`config.mk`:
```
export PLATFORM = sky130hd
export DESIGN_NAME = hazard_stall_ctrl_flat
export DESIGN_NICKNAME = d
export VERILOG_FILES = /design/src/rtl/hazard_stall_ctrl_pkg.sv /design/src/rtl/hazard_stall_ctrl_if.sv /design/src/rtl/hazard_stall_ctrl_md_timer.sv /design/src/rtl/hazard_stall_ctrl.sv /design/src/flat_wrapper.sv
export SDC_FILE = /design/constraint.sdc
export NUM_CORES = 1
export LEC_CHECK = 0
export ABC_AREA = 1
export BUFFER_PORTS_ARGS = -buffer_cell sky130_fd_sc_hd__buf_2
export CAP_MARGIN = 10
export CORE_MARGIN = 3
export CORE_UTILIZATION = 35
export CTS_CLUSTER_DIAMETER = 50
export DETAILED_ROUTE_END_ITERATION = 10
export HOLD_SLACK_MARGIN = 0.02
export PLACE_DENSITY = 0.68
export SETUP_SLACK_MARGIN = 0.02
export SYNTH_ARGS = -nofsm -noshare
export SYNTH_HDL_FRONTEND = slang
export SYNTH_SLANG_ARGS = --single-unit
```
`constraint.sdc`:
```
create_clock -name clk -period 1.9 [get_ports clk]
set_input_delay 0.095 -clock clk [delete_from_list [all_inputs] [get_ports clk]]
set_output_delay 0.095 -clock clk [all_outputs]
set_load 0.01 [all_outputs]
```
`src/rtl/hazard_stall_ctrl_pkg.sv`:
```
// Shared definitions for the hazard/stall controller: register-number type,
// FSM state encoding and default mul/div latency.
package hazard_stall_ctrl_pkg;

  localparam int REG_ADDR_W_DEF = 5;
  localparam int MD_LAT_DEF     = 8;
  localparam int CNT_W_DEF      = 8;

  typedef logic [REG_ADDR_W_DEF-1:0] reg_addr_bus_t;

  typedef enum logic {
    HZ_RUN     = 1'b0,
    HZ_MD_BUSY = 1'b1
  } hz_state_e;

endpackage

```
`src/rtl/hazard_stall_ctrl_if.sv`:
```
// Pipeline-side bundle: ID/EX hazard inputs and the stall/flush outputs.
// master = pipeline (drives ID/EX info), slave = hazard controller.
interface hazard_stall_ctrl_if #(
  parameter int REG_ADDR_W = 5
);
  logic [REG_ADDR_W-1:0] id_rs_num;
  logic [REG_ADDR_W-1:0] id_rt_num;
  logic                  id_uses_rs;
  logic                  id_uses_rt;
  logic                  ex_mem_read;
  logic [REG_ADDR_W-1:0] ex_reg_addr;
  logic                  ex_md_op;
  logic                  pc_stall;
  logic                  if_id_stall;
  logic                  id_ex_stall;
  logic                  id_ex_flush;
  logic                  ex_mem_bubble;
  logic                  md_busy;

  modport master (
    output id_rs_num, id_rt_num, id_uses_rs, id_uses_rt,
           ex_mem_read, ex_reg_addr, ex_md_op,
    input  pc_stall, if_id_stall, id_ex_stall, id_ex_flush,
           ex_mem_bubble, md_busy
  );

  modport slave (
    input  id_rs_num, id_rt_num, id_uses_rs, id_uses_rt,
           ex_mem_read, ex_reg_addr, ex_md_op,
    output pc_stall, if_id_stall, id_ex_stall, id_ex_flush,
           ex_mem_bubble, md_busy
  );
endinterface

```
`src/rtl/hazard_stall_ctrl_md_timer.sv`:
```
// Loadable down-counter that tracks remaining stalled cycles of a mul/div.
// Counts down by itself and parks at zero; zero flags the release cycle.
module hazard_md_timer #(
  parameter int CNT_W = 8
) (
  input  logic             clk,
  input  logic             rst,
  input  logic             load,
  input  logic [CNT_W-1:0] load_val,
  output logic [CNT_W-1:0] cnt,
  output logic             zero
);
  logic [CNT_W-1:0] cnt_q;

  // Load takes priority over the free-running decrement; stop at zero.
  always_ff @(posedge clk) begin
    if (rst)                cnt_q <= '0;
    else if (load)          cnt_q <= load_val;
    else if (cnt_q != '0)   cnt_q <= cnt_q - 1'b1;
  end

  assign cnt  = cnt_q;
  assign zero = (cnt_q == '0);
endmodule

```
`src/rtl/hazard_stall_ctrl.sv`:
```
// Load-use / mul-div hazard and stall controller for the 5-stage core.
// Stall/flush outputs are combinational from inputs, state and counter.
// Optional macro HAZ_PERF_CNT_EN adds three 32-bit performance counters.
module hazard_stall_ctrl
  import hazard_stall_ctrl_pkg::*;
#(
  parameter int REG_ADDR_W = REG_ADDR_W_DEF,
  parameter int MD_LAT     = MD_LAT_DEF,
  parameter int CNT_W      = CNT_W_DEF
) (
  input  logic               clk,
  input  logic               rst,
  hazard_stall_ctrl_if.slave hz
`ifdef HAZ_PERF_CNT_EN
  ,
  output logic [31:0]        perf_loaduse_cnt,
  output logic [31:0]        perf_md_stall_cnt,
  output logic [31:0]        perf_md_ops_cnt
`endif
);
  hz_state_e        state_q, state_d;
  logic             load_use;
  logic             md_load;
  logic             md_zero;
  logic [CNT_W-1:0] md_cnt;
  logic             pc_stall, if_id_stall, id_ex_stall, id_ex_flush;
  logic             ex_mem_bubble, md_busy;

  // Loads into r0 are harmless: r0 always reads as zero.
  assign load_use = hz.ex_mem_read && (hz.ex_reg_addr != '0) &&
                    ((hz.id_uses_rs && (hz.id_rs_num == hz.ex_reg_addr)) ||
                     (hz.id_uses_rt && (hz.id_rt_num == hz.ex_reg_addr)));

  hazard_md_timer #(.CNT_W(CNT_W)) u_md_timer (
    .clk      (clk),
    .rst      (rst),
    .load     (md_load),
    .load_val (CNT_W'(MD_LAT - 2)),
    .cnt      (md_cnt),
    .zero     (md_zero)
  );

  // Next-state and stall decode; mul/div sequencing outranks load-use.
  always_comb begin
    state_d       = state_q;
    md_load       = 1'b0;
    pc_stall      = 1'b0;
    if_id_stall   = 1'b0;
    id_ex_stall   = 1'b0;
    id_ex_flush   = 1'b0;
    ex_mem_bubble = 1'b0;
    md_busy       = 1'b0;
    case (state_q)
      HZ_RUN: begin
        if (hz.ex_md_op) begin
          pc_stall      = 1'b1;
          if_id_stall   = 1'b1;
          id_ex_stall   = 1'b1;
          ex_mem_bubble = 1'b1;
          md_load       = 1'b1;
          state_d       = HZ_MD_BUSY;
        end else if (load_use) begin
          // Load moves on to MEM while ID is held: one bubble clears it.
          pc_stall    = 1'b1;
          if_id_stall = 1'b1;
          id_ex_flush = 1'b1;
        end
      end
      HZ_MD_BUSY: begin
        // ex_md_op stays high while ID/EX is held, so it is ignored here.
        md_busy = 1'b1;
        if (!md_zero) begin
          pc_stall      = 1'b1;
          if_id_stall   = 1'b1;
          id_ex_stall   = 1'b1;
          ex_mem_bubble = 1'b1;
        end else begin
          state_d = HZ_RUN;
        end
      end
      default: state_d = HZ_RUN;
    endcase
  end

  // FSM state register.
  always_ff @(posedge clk) begin
    if (rst) state_q <= HZ_RUN;
    else     state_q <= state_d;
  end

  assign hz.pc_stall      = pc_stall;
  assign hz.if_id_stall   = if_id_stall;
  assign hz.id_ex_stall   = id_ex_stall;
  assign hz.id_ex_flush   = id_ex_flush;
  assign hz.ex_mem_bubble = ex_mem_bubble;
  assign hz.md_busy       = md_busy;

`ifdef HAZ_PERF_CNT_EN
  logic [31:0] lu_cnt_q, mds_cnt_q, mdo_cnt_q;

  // Event counters; wrap naturally at 2^32.
  always_ff @(posedge clk) begin
    if (rst) begin
      lu_cnt_q  <= '0;
      mds_cnt_q <= '0;
      mdo_cnt_q <= '0;
    end else begin
      if (state_q == HZ_RUN && load_use && !hz.ex_md_op) lu_cnt_q <= lu_cnt_q + 32'd1;
      if (id_ex_stall)                                    mds_cnt_q <= mds_cnt_q + 32'd1;
      if (state_q == HZ_RUN && hz.ex_md_op)               mdo_cnt_q <= mdo_cnt_q + 32'd1;
    end
  end

  assign perf_loaduse_cnt  = lu_cnt_q;
  assign perf_md_stall_cnt = mds_cnt_q;
  assign perf_md_ops_cnt   = mdo_cnt_q;
`else
  logic unused_cnt;
  assign unused_cnt = ^md_cnt;
`endif
endmodule

```
`src/flat_wrapper.sv`:
```
// flat-port wrapper written by rule: the top's interface ports become plain ports
module hazard_stall_ctrl_flat import hazard_stall_ctrl_pkg::*;
#(
  parameter int REG_ADDR_W = REG_ADDR_W_DEF,
  parameter int MD_LAT     = MD_LAT_DEF,
  parameter int CNT_W      = CNT_W_DEF
)
  (clk, rst, hz_id_rs_num, hz_id_rt_num, hz_id_uses_rs, hz_id_uses_rt, hz_ex_mem_read, hz_ex_reg_addr, hz_ex_md_op, hz_pc_stall, hz_if_id_stall, hz_id_ex_stall, hz_id_ex_flush, hz_ex_mem_bubble, hz_md_busy);
  hazard_stall_ctrl_if #(.REG_ADDR_W(REG_ADDR_W)) hz_i ();
  input  logic clk;
  input  logic rst;
  input wire logic [$bits(hz_i.id_rs_num)-1:0] hz_id_rs_num;
  input wire logic [$bits(hz_i.id_rt_num)-1:0] hz_id_rt_num;
  input wire logic [$bits(hz_i.id_uses_rs)-1:0] hz_id_uses_rs;
  input wire logic [$bits(hz_i.id_uses_rt)-1:0] hz_id_uses_rt;
  input wire logic [$bits(hz_i.ex_mem_read)-1:0] hz_ex_mem_read;
  input wire logic [$bits(hz_i.ex_reg_addr)-1:0] hz_ex_reg_addr;
  input wire logic [$bits(hz_i.ex_md_op)-1:0] hz_ex_md_op;
  output wire logic [$bits(hz_i.pc_stall)-1:0] hz_pc_stall;
  output wire logic [$bits(hz_i.if_id_stall)-1:0] hz_if_id_stall;
  output wire logic [$bits(hz_i.id_ex_stall)-1:0] hz_id_ex_stall;
  output wire logic [$bits(hz_i.id_ex_flush)-1:0] hz_id_ex_flush;
  output wire logic [$bits(hz_i.ex_mem_bubble)-1:0] hz_ex_mem_bubble;
  output wire logic [$bits(hz_i.md_busy)-1:0] hz_md_busy;
  assign hz_i.id_rs_num = hz_id_rs_num;
  assign hz_i.id_rt_num = hz_id_rt_num;
  assign hz_i.id_uses_rs = hz_id_uses_rs;
  assign hz_i.id_uses_rt = hz_id_uses_rt;
  assign hz_i.ex_mem_read = hz_ex_mem_read;
  assign hz_i.ex_reg_addr = hz_ex_reg_addr;
  assign hz_i.ex_md_op = hz_ex_md_op;
  assign hz_pc_stall = hz_i.pc_stall;
  assign hz_if_id_stall = hz_i.if_id_stall;
  assign hz_id_ex_stall = hz_i.id_ex_stall;
  assign hz_id_ex_flush = hz_i.id_ex_flush;
  assign hz_ex_mem_bubble = hz_i.ex_mem_bubble;
  assign hz_md_busy = hz_i.md_busy;
  hazard_stall_ctrl #(.REG_ADDR_W(REG_ADDR_W), .MD_LAT(MD_LAT), .CNT_W(CNT_W)) u_core (.clk(clk), .rst(rst), .hz(hz_i));
endmodule
```
==> impl_metrics.tcl, run 1 <==
set metrics [dict create \
    cts_setup_buffers 0 \
    ioPinCount 27 \
    die_x_um 53.12 \
    synth.area.top_cells "dfxtp_1 23%, nand2_1 20%, inv_1 13%" \
    yosysTopAreaCell "dfxtp_1" \
    final_common_cell "nand2_1" \
    wl_per_cell_um 8.420 \
    cts_tree "done" \
    dp.cells 177 \
    min_period_over_period_pct 88.18 \
    outcome "finished clean" \
    cp_data_required_time_ps 1800 \
    area_growth_pct 22.54 \
    final_nets 178 \
    avgSynthCellArea_um2 6.167 \
    r2r_cells 9 \
    clockBufferDepth 2 \
    start_kind "flip-flop" \
    insertion_delay_ps 260 \
    min_from "rst" \
    cts_root_buf "clkbuf_4" \
    drc 0 \
    regToRegStartpoint "u_core.u_md_timer.cnt[0]$_SDFFE_PP0P_" \
    diodes 0 \
    finalSetupViolCount 0 \
    wl_met2_um 795 \
    crit_arrival_ps 1580 \
    stdcell_count 181 \
    syn-cell-area_um2 777.0 \
    path_max_fanout 4 \
    core_um2 2022 \
    grt_antenna_before_repair 0 \
    vias_per_cell 4.254 \
    wl_met1_um 635 \
    hold_viol 0 \
    htree_levels 1 \
    clock.fmax_mhz 596.8 \
    drive_gt1_share_pct 29.87 \
    irDropWorstVdd_mv 1.013 \
    cts_buffers 3 \
    vias 770 \
    tightest_slew_ps 194.9 \
    filler_cell_count 214 \
    placementRows 16 \
    grt-ovfl-total 0 \
    yosysWarnings 0 \
    grt_max_degree 6 \
    power.density_nw_per_um2 1403 \
    cts_hold_buf 0 \
    fp.dieH_um 53.12 \
    firstDrtPassIters 4 \
    gp_congestion 0.7183 \
    dieArea_um2 2821 \
    crit_type "flip-flop to output port" \
    end_kind "output port" \
    totalPowerFinal_mw 1.336 \
    first_global_vias 681 \
    drtIter0Drc 12 \
    rsz0062_at_grt "no" \
    yosysUniqueCellTypes 20 \
    hold_ws_ps 59.80 \
    routed-wl-met3_um 83 \
    cap_viol_max_count 0 \
    power_leakage_nw 0.5801 \
    clock-sinks 9 \
    yosysSeqAreaShare_pct 23.19 \
    floorplan.initialDensity_pct 38.43 \
    skew_ps 3.092 \
    grt_pass1_wl_um 2649 \
    netlist_instances 126 \
    portBuffers 26 \
    topRoutingLayerUsed "met4" \
    hold_end "u_core.state_q$_SDFF_PP0_" \
    whs_path_depth 2 \
    drt-total-wl_um 1524 \
    globalRouteTotalUtil_pct 12.89 \
    syn_nets 149 \
    cts_resized 0 \
    synth_top_area_share_pct 23.19 \
    final_cell_mix "41 x nand2_1, 26 x inv_1, 26 x buf_2" \
    synth_seq_cells 9 \
    hpwl_um 1296 \
    setup-tns-final_ps 0 \
    fin_crit_ps 1675 \
    slew_headroom_pct 86.99 \
    drv_slew 0 \
    rrSetupSlack_ps 640 \
    clk_pin_slew_ps 60 \
    hp-class "input port to flip-flop" \
    postRouteAntennaNets 0 \
    r2r_end "u_core.u_md_timer.cnt[1]$_SDFFE_PP0P_" \
]
-- worst max-delay path, stage by stage, from the launching register on --
cell and delay, ps:
dfxtp_1 310, inv_1 110, ha_1 180, nand3_2 120, nor2_8 160, inv_2 80
a21oi_4 140, nand2_1 80, buf_2 140
-- how the worst max path moves through the flow --
stage                                                     start             end  slack (ps)
after floorplan           u_core.u_md_timer.cnt[0]$_SDFFE_PP0P_     hz_pc_stall         520
after global placement    u_core.u_md_timer.cnt[0]$_SDFFE_PP0P_     hz_pc_stall         560
after detailed placement  u_core.u_md_timer.cnt[0]$_SDFFE_PP0P_  hz_if_id_stall         510
after CTS                 u_core.u_md_timer.cnt[0]$_SDFFE_PP0P_  hz_if_id_stall         200
after global routing      u_core.u_md_timer.cnt[0]$_SDFFE_PP0P_     hz_pc_stall          80
final                     u_core.u_md_timer.cnt[0]$_SDFFE_PP0P_  hz_if_id_stall         220
-- Yosys cell counts --
| library cell | number |
|---|---|
| nand2_1 | 41 |
| inv_1 | 26 |
| nor2_1 | 14 |
| dfxtp_1 | 9 |
| nand3_1 | 7 |
| inv_2 | 5 |
| xor2_1 | 4 |
| nor2_4 | 3 |
| a21oi_1 | 2 |
| a21oi_2 | 2 |
| buf_4 | 2 |
| ha_1 | 2 |
| nand4_1 | 2 |
| a21oi_4 | 1 |
| inv_4 | 1 |
| nand2_4 | 1 |
| nand3_2 | 1 |
| nand3_4 | 1 |
| nor2_8 | 1 |
| o21ai_2 | 1 |
-- state kept, by name, indices dropped and copies added (netlist names) --
| register | cells |
|---|---|
| u_core.u_md_timer.cnt | 8 |
| u_core.state_q | 1 |
-- layer usage --
layer / track usage [%] / vias up
li1: - / 425
met1: 14.21 / 327
met2: 22.52 / 16
met3: 5.070 / 2
met4: 3.830 / 0
met5: 0 / -
-- cells by family after synthesis --
logic type / share of synthesized area [%]
fa+ha+maj: 3.220
buf+inv: 17.71
simple gates: 44.61
compound gates: 6.765
flops: 23.19
xor+xnor: 4.508
-- per-stage QoR --
| step | area (um2) | setup WS (ps) | utilization [%] |
|---|---|---|---|
| after detailed placement | 925.9 | 510.0 | 45.79 |
| after global routing | 952.2 | 83.73 | 47.09 |
| after floorplan | 777.0 | 518.0 | - |
| final | 952.2 | 224.5 | 47.09 |
| after CTS | 952.2 | 201.4 | 47.09 |
| after global placement | 925.9 | 556.2 | 45.79 |
-- cell type report --
class	instances	area, um2	share of cell area (%)
sequential	9	180.2	18.92
multi-input combinational	83	459.2	48.23
timing repair buffer	26	130.1	13.67
inverter	32	122.6	12.88
tap	27	33.78	3.548
clock buffer	4	26.28	2.760
-- where the power goes --
part | switching [mW] | total, mW | internal (mW)
registers | 0.0530 | 0.325 | 0.272
clock network | 0.0669 | 0.148 | 0.0809
logic | 0.532 | 0.864 | 0.331
No activity file was read; power rests on OpenSTA's default activity.
==> inputs of run 2 (changes only) <==
--- a/config.mk
+++ b/config.mk
@@ -5,7 +5,6 @@
 export SDC_FILE = /design/constraint.sdc
 export NUM_CORES = 1
 export LEC_CHECK = 0
-export ABC_AREA = 1
 export BUFFER_PORTS_ARGS = -buffer_cell sky130_fd_sc_hd__buf_2
 export CAP_MARGIN = 10
 export CORE_MARGIN = 3
@@ -13,7 +12,7 @@
 export CTS_CLUSTER_DIAMETER = 50
 export DETAILED_ROUTE_END_ITERATION = 10
 export HOLD_SLACK_MARGIN = 0.02
-export PLACE_DENSITY = 0.68
+export PLACE_DENSITY = 0.71
 export SETUP_SLACK_MARGIN = 0.02
 export SYNTH_ARGS = -nofsm -noshare
 export SYNTH_HDL_FRONTEND = slang
==> impl_metrics.tcl, run 2 <==
set metrics [dict create \
    outcome "finished clean" \
    avgSynthCellArea_um2 9.157 \
    core_um2 1559 \
    crit_type "flip-flop to output port" \
    placementRows 14 \
    comb_power_share_pct 57.9 \
    syn_nets 89 \
    synth_edf_count 0 \
    switchingPower_mw 0.4878 \
    gp_congestion 0.7017 \
    r2r_end "u_core.u_md_timer.cnt[1]$_SDFFE_PP0P_" \
    synthArstFlopShare_pct 0 \
    min_period_over_period_pct 92.38 \
    place_area_um2 739.5 \
    cts_hold_buf 0 \
    fin_area_um2 773.2 \
    insertion_delay_ps 260 \
    hold_end "u_core.u_md_timer.cnt[0]$_SDFFE_PP0P_" \
    final_nets 119 \
    drtIter0Drc 9 \
    vias 557 \
    cap_viol_max_count 0 \
    netlist_instances 66 \
    synth_seq_cells 9 \
    irDropWorstVdd_mv 0.4990 \
    p_clk_share_pct 12.2 \
    tightest_slew_ps 426.1 \
    hp-class "input port to flip-flop" \
    grt_max_degree 8 \
    final_common_cell "buf_2" \
    cts_root_buf "clkbuf_4" \
    synth_top_family_by_area "simple AND/OR/NAND/NOR gates" \
    firstDrtPassIters 4 \
    setup-tns-final_ps 0 \
    drc 0 \
    hold_viol 0 \
    hpwl_um 1096 \
    final_cell_mix "26 x buf_2, 9 x xor2_1, 9 x dfxtp_1" \
    switching_share_pct 40.12 \
    grt_antenna_before_repair 0 \
    yosysSeqAreaShare_pct 29.81 \
    synth_compound_area_share_pct 7.453 \
    skew_ps 4.338 \
    ioPinCount 27 \
    synth_top_area_share_pct 29.81 \
    clock-sinks 9 \
    floorplan.initialDensity_pct 38.76 \
    diodes 0 \
    clk_pin_slew_ps 60 \
    synth_ff_type "dfxtp_1" \
    fin_crit_ps 1755 \
    pwr-share-seq_pct 29.8 \
    fp.dieH_um 47.56 \
    grt-ovfl-total 0 \
    drv_slew 0 \
    synth.area.top_cells "dfxtp_1 30%, xor2_1 13%, xnor2_1 10%" \
    min_from "rst" \
    vias_per_cell 5.018 \
    synthAdderAreaFrac_pct 4.141 \
    clockBufferDepth 2 \
    yosysTopAreaCell "dfxtp_1" \
    r2r_cells 5 \
    crit_arrival_ps 1660 \
    globalRouteTotalUtil_pct 14.09 \
    syn-cell-area_um2 604.3 \
    postRouteAntennaNets 0 \
    whs_path_depth 2 \
    clock.fmax_mhz 569.7 \
    grt_pass1_wl_um 2152 \
    yosysUniqueCellTypes 26 \
    dp.cells 106 \
    synth_xor_area_share_pct 23.19 \
    yosys.area_share.simple_pct 29.81 \
    wl_per_cell_um 11.62 \
    finalSetupViolCount 0 \
    area_growth_pct 27.95 \
    stdcell_count 111 \
    cts_buffers 3 \
    end_kind "output port" \
    p_int_mw 0.7281 \
    path_max_fanout 4 \
    start_kind "flip-flop" \
    synth.top_cells.by_count "9 x dfxtp_1, 9 x xor2_1, 7 x nor2_1, 7 x xnor2_1" \
    cts_tree "done" \
    yosysWarnings 0 \
    regToRegStartpoint "u_core.u_md_timer.cnt[3]$_SDFFE_PP0P_" \
    slew_headroom_pct 71.38 \
    largest_reg_flops 8 \
    power_leakage_nw 0.3364 \
    power.density_nw_per_um2 1573 \
    drt-total-wl_um 1290 \
    first_global_vias 531 \
    portBuffers 26 \
    rrSetupSlack_ps 180 \
    rsz0062_at_grt "no" \
    dieArea_um2 2261 \
    cp_data_required_time_ps 1800 \
    synthMuxAreaShare_pct 1.863 \
    htree_levels 1 \
    drive_gt1_share_pct 37.89 \
    die_x_um 47.56 \
    cts_resized 0 \
]
==> run 2: changes by cell type after synthesis, sizes merged, moves of 3 or more <==
cell	previous run	this run
xor2	4	9
nand2b	0	3
nand2	42	1
inv	32	2
nor4	0	4
xnor2	0	7
nand3	9	0
nor3b	0	3
nor2	18	7
==> run 2: how the worst max path moves through the flow <==
stage / from / to / slack [ps] / depth (start not counted)
floorplan: u_core.u_md_timer.cnt[3]$_SDFFE_PP0P_ / u_core.u_md_timer.cnt[1]$_SDFFE_PP0P_ / 340 / 4
global placement: u_core.u_md_timer.cnt[3]$_SDFFE_PP0P_ / u_core.u_md_timer.cnt[1]$_SDFFE_PP0P_ / 270 / 4
detailed placement: u_core.u_md_timer.cnt[3]$_SDFFE_PP0P_ / u_core.u_md_timer.cnt[1]$_SDFFE_PP0P_ / 220 / 4
CTS: u_core.u_md_timer.cnt[0]$_SDFFE_PP0P_ / hz_if_id_stall / 60 / 7
global route: u_core.u_md_timer.cnt[0]$_SDFFE_PP0P_ / hz_if_id_stall / 50 / 7
finish: u_core.u_md_timer.cnt[3]$_SDFFE_PP0P_ / hz_pc_stall / 140 / 5
==> run 2: cell families after synthesis <==
group	after synthesis
fa+ha+maj	2
mux	1
buf+inv	4
compound gates	7
xor+xnor	16
simple gates	27
flops	9
==> run 2: worst max-delay path: stages (launching register included) <==
cell	delay, ps
dfxtp_1	340
or3_4	410
nor4_4	270
a22o_2	190
a21oi_1	40
buf_2	150
==> run 2: routing by layer <==
| metal | part of all wire (%) | vias to the layer above | track usage [%] |
|---|---|---|---|
| li1 | - | 286 | - |
| met5 | 0 | - | 0 |
| met2 | 49 | 26 | 25.67 |
| met1 | 42 | 241 | 14.54 |
| met3 | 6.8 | 4 | 3.383 |
| met4 | 2.7 | 0 | 8.065 |
==> run 2: power groups by stage <==
stage	registers [mW]	logic [mW]	clock network, mW
2_1_floorplan	0.348	0.553	0
3_5_place_dp	0.364	0.673	0
6_report	0.363	0.704	0.149
5_1_grt	0.376	0.785	0.162
3_3_place_gp	0.357	0.656	0
4_1_cts	0.363	0.683	0.154
==> run 2: area by class of cell <==
class	count	area, um2
fill	160	785.8
multi-input combinational	53	401.6
sequential	9	180.2
timing repair buffer	27	137.6
clock buffer	4	26.28
tap	16	20.02
inverter	2	7.507
==> run 2: per-stage QoR <==
stage | util, % | setup slack, ps | power (mW) | hold slack (ps)
after floorplan | - | 336.6 | 0.9010 | 164.1
after global placement | 47.43 | 271.2 | 1.014 | 329.0
after detailed placement | 47.43 | 224.9 | 1.037 | 333.5
after CTS | 49.12 | 62.70 | 1.200 | 55.44
after global routing | 49.60 | 54.56 | 1.323 | 59.53
final | 49.60 | 144.7 | 1.216 | 60.29
==> run 2: repair_timing <==
action / 4_1_cts / 5_1_grt
setup buffers: 0 / 1
setup endpoints to repair: 2 / 2
pin swaps: 1 / 1
==> inputs of run 3 (changes only) <==
--- a/config.mk
+++ b/config.mk
@@ -5,14 +5,15 @@
 export SDC_FILE = /design/constraint.sdc
 export NUM_CORES = 1
 export LEC_CHECK = 0
-export BUFFER_PORTS_ARGS = -buffer_cell sky130_fd_sc_hd__buf_2
+export ABC_AREA = 1
 export CAP_MARGIN = 10
 export CORE_MARGIN = 3
 export CORE_UTILIZATION = 35
 export CTS_CLUSTER_DIAMETER = 50
 export DETAILED_ROUTE_END_ITERATION = 10
+export DONT_BUFFER_PORTS = 1
 export HOLD_SLACK_MARGIN = 0.02
-export PLACE_DENSITY = 0.71
+export PLACE_DENSITY = 0.58
 export SETUP_SLACK_MARGIN = 0.02
 export SYNTH_ARGS = -nofsm -noshare
 export SYNTH_HDL_FRONTEND = slang
==> impl_metrics.tcl, run 3 (synthesis gave the netlist of run 1 again) <==
set metrics [dict create \
    diodes 0 \
    vias 669 \
    grt-ovfl-total 0 \
    cap_viol_max_count 0 \
    firstDrtPassIters 4 \
    fin_crit_ps 1620 \
    cp_data_required_time_ps 1800 \
    largest_reg_flops 8 \
    clock-sinks 9 \
    fin_ws_ps 280.2 \
    hpwl_um 1195 \
    placementRows 16 \
    cts_root_buf "clkbuf_4" \
    crit_arrival_ps 1520 \
    final_cell_mix "41 x nand2_1, 26 x inv_1, 14 x nor2_1" \
    setup-tns-final_ps 0 \
    core_um2 2022 \
    cts_resized 0 \
    pre_cts_slack_ps 560.8 \
    slew_headroom_pct 82.09 \
    grt_pass1_wl_um 2484 \
    wl_per_cell_um 9.057 \
    drc 0 \
    cts_setup_buffers 0 \
    vias_per_cell 4.261 \
    irDropWorstVdd_mv 0.7384 \
    filler_cell_count 216 \
    cts_buffers 3 \
    die_x_um 53.12 \
    hp-class "input port to output port" \
    grt_antenna_before_repair 0 \
    tightest_slew_ps 268.2 \
    clock.fmax_mhz 617.4 \
    min_period_over_period_pct 85.25 \
    hold_viol 0 \
    portBuffers 0 \
    place_area_um2 795.8 \
    final_nets 154 \
    drt-total-wl_um 1422 \
    utilization_pct 41.65 \
    power_leakage_nw 0.4837 \
    grt_max_degree 6 \
    start_kind "flip-flop" \
    ioPinCount 27 \
    switching_share_pct 49.37 \
    fin_area_um2 842.1 \
    final_common_cell "nand2_1" \
    drive_gt1_share_pct 15.38 \
    rsz0062_at_grt "no" \
    switchingPower_mw 0.6329 \
    end_kind "output port" \
    pwr-share-seq_pct 25.3 \
    outcome "finished clean" \
    crit_type "flip-flop to output port" \
    first_global_vias 653 \
    p_int_mw 0.6490 \
    power.density_nw_per_um2 1522 \
    skew_ps 3.603 \
    drtIter0Drc 10 \
    path_max_fanout 4 \
    insertion_delay_ps 260 \
    clk_pin_slew_ps 60 \
    cts_tree "done" \
    drv_slew 0 \
    htree_levels 1 \
    comb_power_share_pct 63.0 \
    floorplan.initialDensity_pct 38.43 \
    dieArea_um2 2821 \
    hold_ws_ps 241.9 \
    fp.dieH_um 53.12 \
    gp_congestion 0.7816 \
    globalRouteTotalUtil_pct 11.96 \
    stdcell_count 157 \
    totalPowerFinal_mw 1.282 \
    area_growth_pct 8.374 \
    postRouteAntennaNets 0 \
    p_clk_share_pct 11.7 \
    clockBufferDepth 2 \
    dp.cells 151 \
    finalSetupViolCount 0 \
]
[run 3: path summary, 6_finish.rpt]
path	slack, ps	start	end	cells past startpoint
setup / recovery	280	u_core.u_md_timer.cnt[0]$_SDFFE_PP0P_	hz_if_id_stall	7
hold / removal	240	hz_ex_md_op	hz_id_ex_flush	1
setup reg to reg	640	u_core.u_md_timer.cnt[0]$_SDFFE_PP0P_	u_core.u_md_timer.cnt[1]$_SDFFE_PP0P_	9
hold reg to reg	470	u_core.u_md_timer.cnt[0]$_SDFFE_PP0P_	u_core.u_md_timer.cnt[0]$_SDFFE_PP0P_	2
[run 3: what timing repair did]
action / CTS / global route
hold buffers: 2 / 0
setup endpoints to repair: 0 / 0
endpoints found under the hold margin: 4 / 0
[run 3: power by group through the flow]
stage	Combinational, mW	Clock, mW	Sequential (mW)
after global placement	0.802	0	0.329
after global routing	0.922	0.171	0.337
after floorplan	0.735	0	0.323
final	0.808	0.150	0.325
after detailed placement	0.809	0	0.330
after CTS	0.820	0.157	0.325
[run 3: metal layers]
layer  vias up  share of wire (%)  track usage (%)
met5         -                  0                0
met3         2                5.2            1.972
met4         0               0.98            6.809
met1       278                 46            13.90
li1        373                  -                -
met2        16                 48            20.45
[run 3: final cells by class]
cell class	instances	area (um2)	area share, %
inverters	32	122.6	14.56
clock buffers	4	26.28	3.120
multi-input cells	83	459.2	54.53
repair buffers	2	20.02	2.377
well taps	27	33.78	4.012
flip-flops and latches	9	180.2	21.40
[run 3: critical path, cell delays in order (launching register included)]
cell and delay [ps]:
dfxtp_1 310, inv_1 110, ha_1 180, nand3_2 120, nor2_8 170, inv_2 80
a21oi_4 140, nand2_1 170
